**src/rtl/div_cfg_ctrl.sv**
```systemverilog
// Run/stop and ratio controller for an even-ratio clock divider: div_out = clk / (2*cur_half).
// Optional macro DIV_CFG_CTRL_SYNC_EN adds a two-flop synchronizer on en.
module div_cfg_ctrl #(
    parameter int          CNT_W    = 8,
    parameter int unsigned DEF_HALF = 4
) (
    input  logic             clk,
    input  logic             res,
    input  logic             en,
    input  logic             cfg_valid,
    input  logic [CNT_W-1:0] cfg_half,
    output logic             cfg_ready,
    output logic             div_out,
    output logic             edge_pulse,
    output logic [CNT_W-1:0] cur_half,
    output logic             err_zero
);

    typedef enum logic [1:0] {IDLE, RUN, STOP} state_t;

    state_t           state_q, state_d;
    logic [CNT_W-1:0] count_q, count_d;
    logic [CNT_W-1:0] cur_half_q, cur_half_d;
    logic [CNT_W-1:0] pend_half_q, pend_half_d;
    logic             pend_q, pend_d;
    logic             div_q, div_d;
    logic             edge_q, edge_d;
    logic             err_q, err_d;
    logic             en_s;
    logic             tc;
    logic             apply;

`ifdef DIV_CFG_CTRL_SYNC_EN
    logic en_meta_q, en_sync_q;

    always_ff @(posedge clk or posedge res) begin
        if (res) begin
            en_meta_q <= 1'b0;
            en_sync_q <= 1'b0;
        end else begin
            en_meta_q <= en;
            en_sync_q <= en_meta_q;
        end
    end

    assign en_s = en_sync_q;
`else
    assign en_s = en;
`endif

    assign tc = (count_q == (cur_half_q - CNT_W'(1)));

    always_comb begin
        state_d     = state_q;
        count_d     = count_q;
        div_d       = div_q;
        edge_d      = 1'b0;
        err_d       = 1'b0;
        cur_half_d  = cur_half_q;
        pend_d      = pend_q;
        pend_half_d = pend_half_q;
        apply       = 1'b0;

        case (state_q)
            IDLE: begin
                count_d = '0;
                div_d   = 1'b0;
                if (en_s) begin
                    state_d = RUN;
                end
            end
            RUN, STOP: begin
                count_d = tc ? '0 : count_q + CNT_W'(1);
                // Re-asserting en while stopping resumes without a phase reset.
                if (state_q == RUN || en_s) begin
                    state_d = en_s ? RUN : STOP;
                    if (tc) begin
                        div_d  = ~div_q;
                        edge_d = 1'b1;
                        apply  = div_q;
                    end
                end else if (tc) begin
                    div_d   = 1'b0;
                    edge_d  = div_q;
                    apply   = 1'b1;
                    state_d = IDLE;
                end
            end
            default: begin
                state_d = IDLE;
                count_d = '0;
                div_d   = 1'b0;
            end
        endcase

        if (apply && pend_q) begin
            cur_half_d = pend_half_q;
            pend_d     = 1'b0;
        end

        // Accept only happens with pend_q low, so it never collides with an apply.
        if (cfg_valid && !pend_q) begin
            if (cfg_half == '0) begin
                err_d = 1'b1;
            end else if (state_q == IDLE) begin
                cur_half_d = cfg_half;
            end else begin
                pend_half_d = cfg_half;
                pend_d      = 1'b1;
            end
        end
    end

    always_ff @(posedge clk or posedge res) begin
        if (res) begin
            state_q     <= IDLE;
            count_q     <= '0;
            div_q       <= 1'b0;
            edge_q      <= 1'b0;
            err_q       <= 1'b0;
            cur_half_q  <= CNT_W'(DEF_HALF);
            pend_q      <= 1'b0;
            pend_half_q <= '0;
        end else begin
            state_q     <= state_d;
            count_q     <= count_d;
            div_q       <= div_d;
            edge_q      <= edge_d;
            err_q       <= err_d;
            cur_half_q  <= cur_half_d;
            pend_q      <= pend_d;
            pend_half_q <= pend_half_d;
        end
    end

    assign cfg_ready  = ~pend_q;
    assign div_out    = div_q;
    assign edge_pulse = edge_q;
    assign cur_half   = cur_half_q;
    assign err_zero   = err_q;

endmodule

```
**config.mk**
```make
export PLATFORM = sky130hd
export DESIGN_NAME = div_cfg_ctrl
export DESIGN_NICKNAME = d
export VERILOG_FILES = /design/src/rtl/div_cfg_ctrl.sv
export SDC_FILE = /design/constraint.sdc
export NUM_CORES = 1
export LEC_CHECK = 0
export CAP_MARGIN = 5
export CORE_UTILIZATION = 58
export DETAILED_ROUTE_END_ITERATION = 8
export PLACE_DENSITY = 0.84
export SYNTH_ARGS = -nofsm -noshare
export SYNTH_HDL_FRONTEND = slang
export SYNTH_SLANG_ARGS = --single-unit
```
**constraint.sdc**
```tcl
create_clock -name clk -period 4.75 [get_ports clk]
set_input_delay 0.95 -clock clk [delete_from_list [all_inputs] [get_ports clk]]
set_output_delay 0.95 -clock clk [all_outputs]
set_load 0.005 [all_outputs]
```
=== After elaboration in Yosys (flattened, before gate mapping) ===
Index checks and enable logic that the tools add are counted.
W data, S select, Z words.

* Register bits: 30
* Latch bits: 0
* RAM bits: 0
* Bits in read-only memories: 0
* Input port bits: 12
* Output and inout bits: 12
* Word-level logic and storage cells: 56
* Memories: 0

* $add $sub $neg: 2
* Multiply operators: 0
* Divide/modulo/power cells: 0
* Magnitude comparators: 0
* Eq/ne operators: 6
* Shift-type cells: 0
* Muxes and demuxes: 27
* Bitwise logic cells: 4
* Reductions and logical operators: 9

{| class="wikitable"
|+ Operator list
! operator !! count
|-
| $mux W8 || 6
|-
| $mux W1 || 16
|-
| $add A8 B1 Y8 const B || 1
|-
| $eq A8 B8 Y1 || 1
|-
| $logic_not A8 Y1 || 1
|-
| $mux W2 || 4
|-
| $sub A8 B1 Y8 const B || 1
|-
| $ne A2 B2 Y1 const B || 2
|-
| $not A1 Y1 || 4
|-
| $pmux W2 S2 || 1
|-
| $ne A3 B3 Y1 const B || 1
|-
| $reduce_and A3 Y1 || 1
|-
| $eq A2 B1 Y1 const B || 1
|-
| $eq A2 B2 Y1 const B || 1
|-
| $logic_and A1 B1 Y1 || 2
|-
| $logic_not A2 Y1 || 1
|-
| $reduce_and A2 Y1 || 1
|-
| $reduce_or A2 Y1 || 1
|-
| $logic_not A1 Y1 || 1
|-
| $logic_or A1 B1 Y1 || 1
|}

=== Longest topological paths before layout ===
Gate-level depths: netlist of the first run.

* Word-level depth: 10
* Depth in mapped cells: 9
* Gate-level depth less buffers: 8

=== Worst setup path after synthesis of the first run ===
OpenSTA, ideal clock, no wires.

* Kind: register to register
* From: register cur_half_q[0] (netlist: cur_half[0])
* To: register pend_q
* Setup time: 118 ps
* Arrival: 2,144 ps
* Data required time: 4,632 ps
* Path slack: 2,488 ps
* Cell stages (with the launch flop): 8
* Buffers on the path: 1
* Clock period less this slack: 2,262 ps
* Path through: dfrtp_1 or4_4 or4_1 o311ai_1 o211a_1 buf_6 nand3_1 a21o_1

* Cells in the longest elaborated chain, start to end: 10
* Elaborated cells on any way between the ends: 11
* Those cells by class: add/sub: 1; eq/ne: 1; mux: 8; reduce/logical: 1

{| class="wikitable"
|+ Ends and longest elaborated chain
! element !! line !! RTL
|-
| start, declared || 23 || <nowiki>logic [CNT_W-1:0] cur_half_q, cur_half_d;</nowiki>
|-
| start signal, assigned || 121 || <nowiki>cur_half_q <= CNT_W'(DEF_HALF);</nowiki>
|-
| start signal, assigned || 130 || <nowiki>cur_half_q <= cur_half_d;</nowiki>
|-
| $sub A8 B1 Y8 * || 51 || <nowiki>assign tc = (count_q == (cur_half_q - CNT_W'(1)));</nowiki>
|-
| $eq A8 B8 Y1 * || 51 ||
|-
| $mux W1, on equally long branches || 82, 77 ||
|-
| $mux W1 * || 75 || <nowiki>if (state_q == RUN || en_s) begin</nowiki>
|-
| $mux W1 * || 64 || <nowiki>case (state_q)</nowiki>
|-
| $logic_and A1 B1 Y1 * || 96 || <nowiki>if (apply && pend_q) begin</nowiki>
|-
| $mux W1 * || 96 ||
|-
| $mux W1 || 105 || <nowiki>end else if (state_q == IDLE) begin</nowiki>
|-
| $mux W1 || 103 || <nowiki>if (cfg_half == '0) begin</nowiki>
|-
| $mux W1 * || 102 || <nowiki>if (cfg_valid && !pend_q) begin</nowiki>
|-
| named net pend_d || 25 || <nowiki>logic pend_q, pend_d;</nowiki>
|-
| end signal, assigned || 131 || <nowiki>pend_q <= pend_d;</nowiki>
|-
| end, declared || 25 ||
|}

Mark *: on every way through the listed nets, which the timed path passes. The rest lies on a longest branch.
A chain may end at the register's enable or synchronous reset.

=== Final worst setup path of the first run ===
* From: register cur_half_q[0] (netlist: cur_half[0])
* To: register div_q (netlist: div_out)

* Cells in the longest elaborated chain, start to end: 3

{| class="wikitable"
|+ Ends and longest elaborated chain
! element !! line !! RTL
|-
| $sub A8 B1 Y8 || 51 ||
|-
| $eq A8 B8 Y1 || 51 ||
|-
| $ne A2 B2 Y1 (no source line) || n/a ||
|-
| end signal, assigned || 127 || <nowiki>div_q <= div_d;</nowiki>
|-
| end, declared || 26 || <nowiki>logic div_q, div_d;</nowiki>
|}

No other way between the ends.

==> results of run 1 <==
[metrics by stage]
stage                     instances  setup WS (ps)
after floorplan                 167           2490
after global placement          213           1940
after detailed placement        213           1840
after CTS                       221           2040
after global routing            221           1810
final                           221           2050
[final timing paths]
kind                                startpoint             end  slack [ps]
worst min register to register  pend_half_q[3]  pend_half_q[3]         520
worst min-delay path            pend_half_q[3]  pend_half_q[3]         520
worst max-delay path               cur_half[0]         div_out        2050
worst max register to register     cur_half[0]         div_out        2050
min in group asynchronous                  res     cur_half[0]        1180
max in group asynchronous                  res     cur_half[5]        2910
[cell families (layout without fill, tap and decap cells)]
| logic type | Yosys count | count (layout) |
|---|---|---|
| AO/OA/AOI/OAI | 29 | 29 |
| XOR/XNOR | 14 | 14 |
| adder cells (fa/ha/maj) | 5 | 5 |
| buffers and inverters | 15 | 39 |
| flip-flops | 30 | 30 |
| multiplexers | 10 | 10 |
| AND/OR/NAND/NOR | 64 | 64 |
[worst max-delay path, delay by kind of cell, from the launching register on]
kind,cells,cell delay (ps)
compound gates,3,670
flops,1,460
simple gates,3,1440
[layout make-up]
class | instances | share of cell area (%)
clock inverters | 1 | 0.258
repair buffers | 23 | 11.9
well taps | 30 | 1.93
flip-flops and latches | 30 | 38.7
multi-input cells | 122 | 42.8
clock buffers | 7 | 2.84
inverters | 8 | 1.55
[metal layers]
metal  vias to the layer above  share of wire [%]
met4                         0               0.62
met3                         4                4.1
li1                        648                  -
met1                       675                 42
met2                        34                 53
met5                         -                  0
[sequential cells by signal, summed over array words and instances, names as in the netlist]
register     count
div_out          1
pend_q           1
pend_half_q      8
cur_half         8
edge_pulse       1
count_q          8
err_zero         1
state_q          2
[placed cells by master (no fill, tap or decap), drive strengths merged, types with 2 or more instances in the layout]
master and n:
a21oi 2, a31oi 8, and2 2, and3 3
clkbuf 7, clkdlybuf4s50 23, dfrtp 29, ha 5
inv 8, mux2 8, mux2i 2, nand2 6
nand2b 3, nand3 4, nand3b 2, nand4 8
nor2 20, nor3 3, nor3b 2, nor4 3
o21ai 11, or3b 2, or4 2, xnor2 8
xor2 6
[where the power goes]
| part | internal, mW | switching, mW | total (mW) | leakage (nW) |
|---|---|---|---|---|
| Sequential | 0.348 | 0.107 | 0.455 | 0.372 |
| Combinational | 0.232 | 0.222 | 0.455 | 0.406 |
| Clock | 0.0716 | 0.0824 | 0.154 | 0.0353 |
==> flow_metrics.env, run 1 <==
export IMPL_outcome="finished clean"
export IMPL_cp_cell_sequence="or4_4 > or4_1 > o311ai_1 > o211a_1 > nand2b_1 > o22ai_1"
export IMPL_nets=207
export IMPL_nFillCells=196
export IMPL_r2r_cells=6
export IMPL_drtAntennaViolNets=0
export IMPL_ir_worst_vdd_v=0.000390
export IMPL_worstHoldPathCells=1
export IMPL_final_setup_tns_ps=0
export IMPL_htree_levels=2
export IMPL_dieArea_um2=3070
export IMPL_worstMarginPinSlew_ps=1080
export IMPL_finalHoldViolCount=0
export IMPL_cp_required_ps=4950
export IMPL_critPathMaxStageDelay_ps=570
export IMPL_worstSetupEndpointType="flip-flop"
export IMPL_antenna_diode_count=0
export IMPL_start_kind="flip-flop"
export IMPL_die_x_um=55.4
export IMPL_syn_num_nets=184
export IMPL_clk_pin_slew_ps=90
export IMPL_hpwl_um=2590
export IMPL_place_area_um2=1880
export IMPL_min_path_type="reg -> reg"
export IMPL_cts_tree="done"
export IMPL_grt_usage_pct=24.9
export IMPL_use_met1_pct=29.9
export IMPL_met3_usage_pct=6.09
export IMPL_stdcell_area_um2=1940
export IMPL_grt_max_degree=31
export IMPL_p_per_area_nw_per_um2=548
export IMPL_synth_seq_cells=30
export IMPL_synth_xor_area_share_pct=7.42
export IMPL_path_class="reg -> reg"
export IMPL_grt_pass1_wl_um=5910
export IMPL_vias_per_cell=6.16
export IMPL_whs_ps=519
export IMPL_finalCoreUtilization_pct=74.9
export IMPL_synthMuxAreaShare_pct=6.66
export IMPL_finalSetupViolCount=0
export IMPL_register_area_um2=752
export IMPL_port_buffers=23
export IMPL_post_cts_resize_count=0
export IMPL_num_io_pins=24
export IMPL_cts_made_buffers=5
export IMPL_busiest_layer="met2"
export IMPL_maxSlewHeadroom_pct=27.8
export IMPL_ys_types=42
export IMPL_cp_data_arrival_time_ps=2900
export IMPL_start_util_pct=63.8
export IMPL_multi_input_area_um2=831
export IMPL_slew_violations=0
export IMPL_dr_pass1_iters=7
export IMPL_synth_edf_count=0
export IMPL_cp_slowest_cell="or4_4"
export IMPL_synth_top_area_share_pct=43.9
export IMPL_rows=18
export IMPL_crit_fanout=12
export IMPL_overflow=0
export IMPL_clock_latency_ps=330
export IMPL_clockRootBuffer="clkbuf_4"
export IMPL_core_region_area_um2=2590
export IMPL_die_height_um=55.4
export IMPL_synthSimpleGateAreaFrac_pct=21.0
export IMPL_antenna_found_initial=0
export IMPL_synth_flop_cell="dfrtp_1"
export IMPL_synth_top_area_cell="dfrtp_1"
export IMPL_drive_above_1_share_pct=10.5
export IMPL_drt_iter0_markers=44
export IMPL_yosysWarnings=0
export IMPL_maxCapViolations=0
export IMPL_totalWireLength_um=3380
export IMPL_min_period_over_period_pct=56.9
export IMPL_place_congestion=0.814
export IMPL_cts_setup_buffers=0
export IMPL_async_reset_ff_share_pct=100
export IMPL_wl_per_cell_um=15.3
export IMPL_cts_hold_buf=0
export IMPL_finalPower_mw=1.06
export IMPL_synth_compound_area_share_pct=11.4
export IMPL_synth_top_family_by_area="simple AND/OR/NAND/NOR gates"
export IMPL_cts_sinks=30
export IMPL_grt_pass1_vias=1320
export IMPL_ctsLongestPathBuffers=2
export IMPL_synth_top_cells_by_area="dfrtp_1, mux2_2, nor2_1"
export IMPL_syn_inst=167
export IMPL_syn_area_per_cell_um2=9.90
export IMPL_syn_cell_area_um2=1650
export IMPL_layout_min_cycle_time_ps=2700
export IMPL_yosys_top_cells_count="dfrtp_1, nor2_1, o21ai_0"
export IMPL_yosysMostFrequentCell="dfrtp_1"
export IMPL_post_route_drc_count=0
export IMPL_areaGrowthSynthToFinish_pct=17.4
export IMPL_skew_ps=9.96
export IMPL_grtUsageMet2_pct=42.9
export IMPL_power_leakage_nw=0.813
export IMPL_synthAdderAreaFrac_pct=3.79
export IMPL_rsz0062_at_grt="false"
export IMPL_max_freq_mhz=370
export IMPL_synth_seq_area_share_pct=45.5
export IMPL_num_vias=1361
Note: power is estimated with default switching activity, not from simulation.
==> run 2: changes to the inputs <==
--- a/config.mk
+++ b/config.mk
@@ -6,9 +6,9 @@
 export NUM_CORES = 1
 export LEC_CHECK = 0
 export CAP_MARGIN = 5
-export CORE_UTILIZATION = 58
+export CORE_UTILIZATION = 48
 export DETAILED_ROUTE_END_ITERATION = 8
-export PLACE_DENSITY = 0.84
+export PLACE_DENSITY = 0.75
 export SYNTH_ARGS = -nofsm -noshare
 export SYNTH_HDL_FRONTEND = slang
 export SYNTH_SLANG_ARGS = --single-unit
==> constraint.sdc (replaced) <==
create_clock -name clk -period 2.45 [get_ports clk]
set_input_delay 0.49 -clock clk [delete_from_list [all_inputs] [get_ports clk]]
set_output_delay 0.49 -clock clk [all_outputs]
set_load 0.005 [all_outputs]
==> run 2 against run 1 <==
Power increased by 110%. Setup slack worse by 2000 ps. Die area up 20%. Combinational power increased by 150%. Via count increased by 3.5%. Maximum frequency is 14% higher. Non-clock buffer count rose by 16. Utilization shrank 7.7 points. Largest power group is now combinational cells.
==> flow_metrics.env, run 2 (synthesized netlist as in run 1, its figures left out) <==
export IMPL_place_congestion=0.849
export IMPL_outcome="finished clean"
export IMPL_grt_usage_pct=21.8
export IMPL_place_area_um2=2020
export IMPL_num_io_pins=24
export IMPL_critPathMaxStageDelay_ps=540
export IMPL_cts_made_buffers=5
export IMPL_core_region_area_um2=3150
export IMPL_cp_required_ps=2680
export IMPL_drive_above_1_share_pct=19.3
export IMPL_wl_per_cell_um=14.2
export IMPL_die_height_um=60.7
export IMPL_num_vias=1409
export IMPL_finalSetupViolCount=0
export IMPL_rows=20
export IMPL_critical_path_buf_inv_count=2
export IMPL_crit_fanout=12
export IMPL_layout_min_cycle_time_ps=2380
export IMPL_stdcell_area_um2=2120
export IMPL_port_buffers=23
export IMPL_clockRootBuffer="clkbuf_4"
export IMPL_cts_tree="done"
export IMPL_worstSetupEndpointType="flip-flop"
export IMPL_areaGrowthSynthToFinish_pct=28.2
export IMPL_multi_input_area_um2=855
export IMPL_r2r_cells=8
export IMPL_pre_cts_ws_ps=-39.3
export IMPL_nFillCells=261
export IMPL_start_kind="flip-flop"
export IMPL_clock_latency_ps=340
export IMPL_hpwl_um=2580
export IMPL_min_path_type="in -> async"
export IMPL_start_util_pct=52.4
export IMPL_cts_hold_buf=0
export IMPL_p_per_area_nw_per_um2=1070
export IMPL_dr_pass1_iters=5
export IMPL_slew_violations=0
export IMPL_ir_worst_vdd_v=0.000606
export IMPL_finalPower_mw=2.27
export IMPL_clk_pin_slew_ps=100
export IMPL_htree_levels=2
export IMPL_worst_r2r_setup_slack_ps=70
export IMPL_antenna_found_initial=0
export IMPL_max_freq_mhz=421
export IMPL_dp_cells=241
export IMPL_critical_path_top_delay_family="simple AND/OR/NAND/NOR gates"
export IMPL_cts_sinks=30
export IMPL_drtAntennaViolNets=0
export IMPL_cp_data_arrival_time_ps=2610
export IMPL_cp_cell_sequence="or4_4 > or4_4 > o311ai_2 > o211a_1 > buf_12 > nand2b_4 > buf_6 > nor2_1"
export IMPL_fin_ws_ps=73.0
export IMPL_worstMarginPinSlew_ps=745
export IMPL_die_x_um=60.7
export IMPL_rr_endpoint="count_q[3]"
export IMPL_overflow=0
export IMPL_ctsLongestPathBuffers=2
export IMPL_maxCapViolations=0
export IMPL_grt_max_degree=31
export IMPL_maxSlewHeadroom_pct=50.2
export IMPL_path_class="reg -> reg"
export IMPL_dieArea_um2=3680
export IMPL_grt_pass1_vias=1380
export IMPL_antenna_diode_count=0
export IMPL_rsz0062_at_grt="true"
export IMPL_cp_slowest_cell="or4_4"
export IMPL_final_common_cell="dfrtp_1"
export IMPL_finalNonFillerCells=251
export IMPL_vias_per_cell=5.61
export IMPL_r2r_start="cur_half[0]"
export IMPL_finalCoreUtilization_pct=67.2
export IMPL_min_period_over_period_pct=97.0
export IMPL_post_route_drc_count=0
export IMPL_finalHoldViolCount=0
export IMPL_nets=223
export IMPL_cpMostUsedCell="or4_4"
export IMPL_drt_iter0_markers=77
export IMPL_grt_pass1_wl_um=5840
export IMPL_power_leakage_nw=0.899
export IMPL_skew_ps=5.42
export IMPL_layout_common_cells="dfrtp_1, clkdlybuf4s50_1, nor2_1, buf_4, o21ai_0"
export IMPL_register_area_um2=752
export IMPL_totalWireLength_um=3570
[run 2: cell count changes in the layout (fill, tap and decap cells not counted), sizes merged]
cell  delta
buf     +16
[run 2: worst max path at each step]
stage / start / to / slack [ps] / cells after the start
after floorplan: cur_half[0] / pend_q / 190 / 7
after global placement: cfg_half[3] / pend_half_q[5] / 20 / 6
after detailed placement: cfg_half[5] / pend_half_q[7] / -40 / 6
after CTS: cur_half[1] / count_q[3] / 8 / 8
after global routing: cur_half[0] / count_q[6] / -20 / 8
final: cur_half[0] / count_q[3] / 70 / 8
[run 2: stage by stage]
stage / hold slack [ps] / setup TNS (ps)
after floorplan: 461 / 0
after global placement: 488 / 0
after detailed placement: 497 / -246
after CTS: 512 / 0
after global routing: 549 / -137
final: 513 / 0
[run 2: power breakdown]
group | switching (mW) | internal [mW] | total, mW
clock network | 0.178 | 0.139 | 0.317
registers | 0.162 | 0.674 | 0.835
logic | 0.522 | 0.594 | 1.12
total | 0.862 | 1.41 | 2.27
[run 2: final cells by class]
class | instances | share of cell area [%]
Clock inverter | 1 | 0.236
Timing Repair Buffer | 39 | 17.3
Inverter | 8 | 1.42
Clock buffer | 7 | 2.60
Tap cell | 44 | 2.60
Sequential cell | 30 | 35.5
Multi-Input combinational cell | 122 | 40.3
[run 2: what timing repair did]
| item | CTS | global route |
|---|---|---|
| endpoints found under the setup margin | 0 | 13 |
| setup buffers | 0 | 2 |
| gates resized for setup | 0 | 6 |
[run 2: routing by layer]
layer | wire [um] | vias up | global-route usage [%] | share of wire, %
met5 | 0 | - | 0 | 0
met4 | 32 | 0 | 6.17 | 0.90
met3 | 166 | 4 | 7.04 | 4.6
met2 | 1820 | 40 | 38.6 | 51
met1 | 1550 | 687 | 25.2 | 43
li1 | - | 678 | - | -
[run 2: tightest hold or removal path: stages]
cell	delay [ps]
clkdlybuf4s50_1	390
inv_1	50
buf_4	340
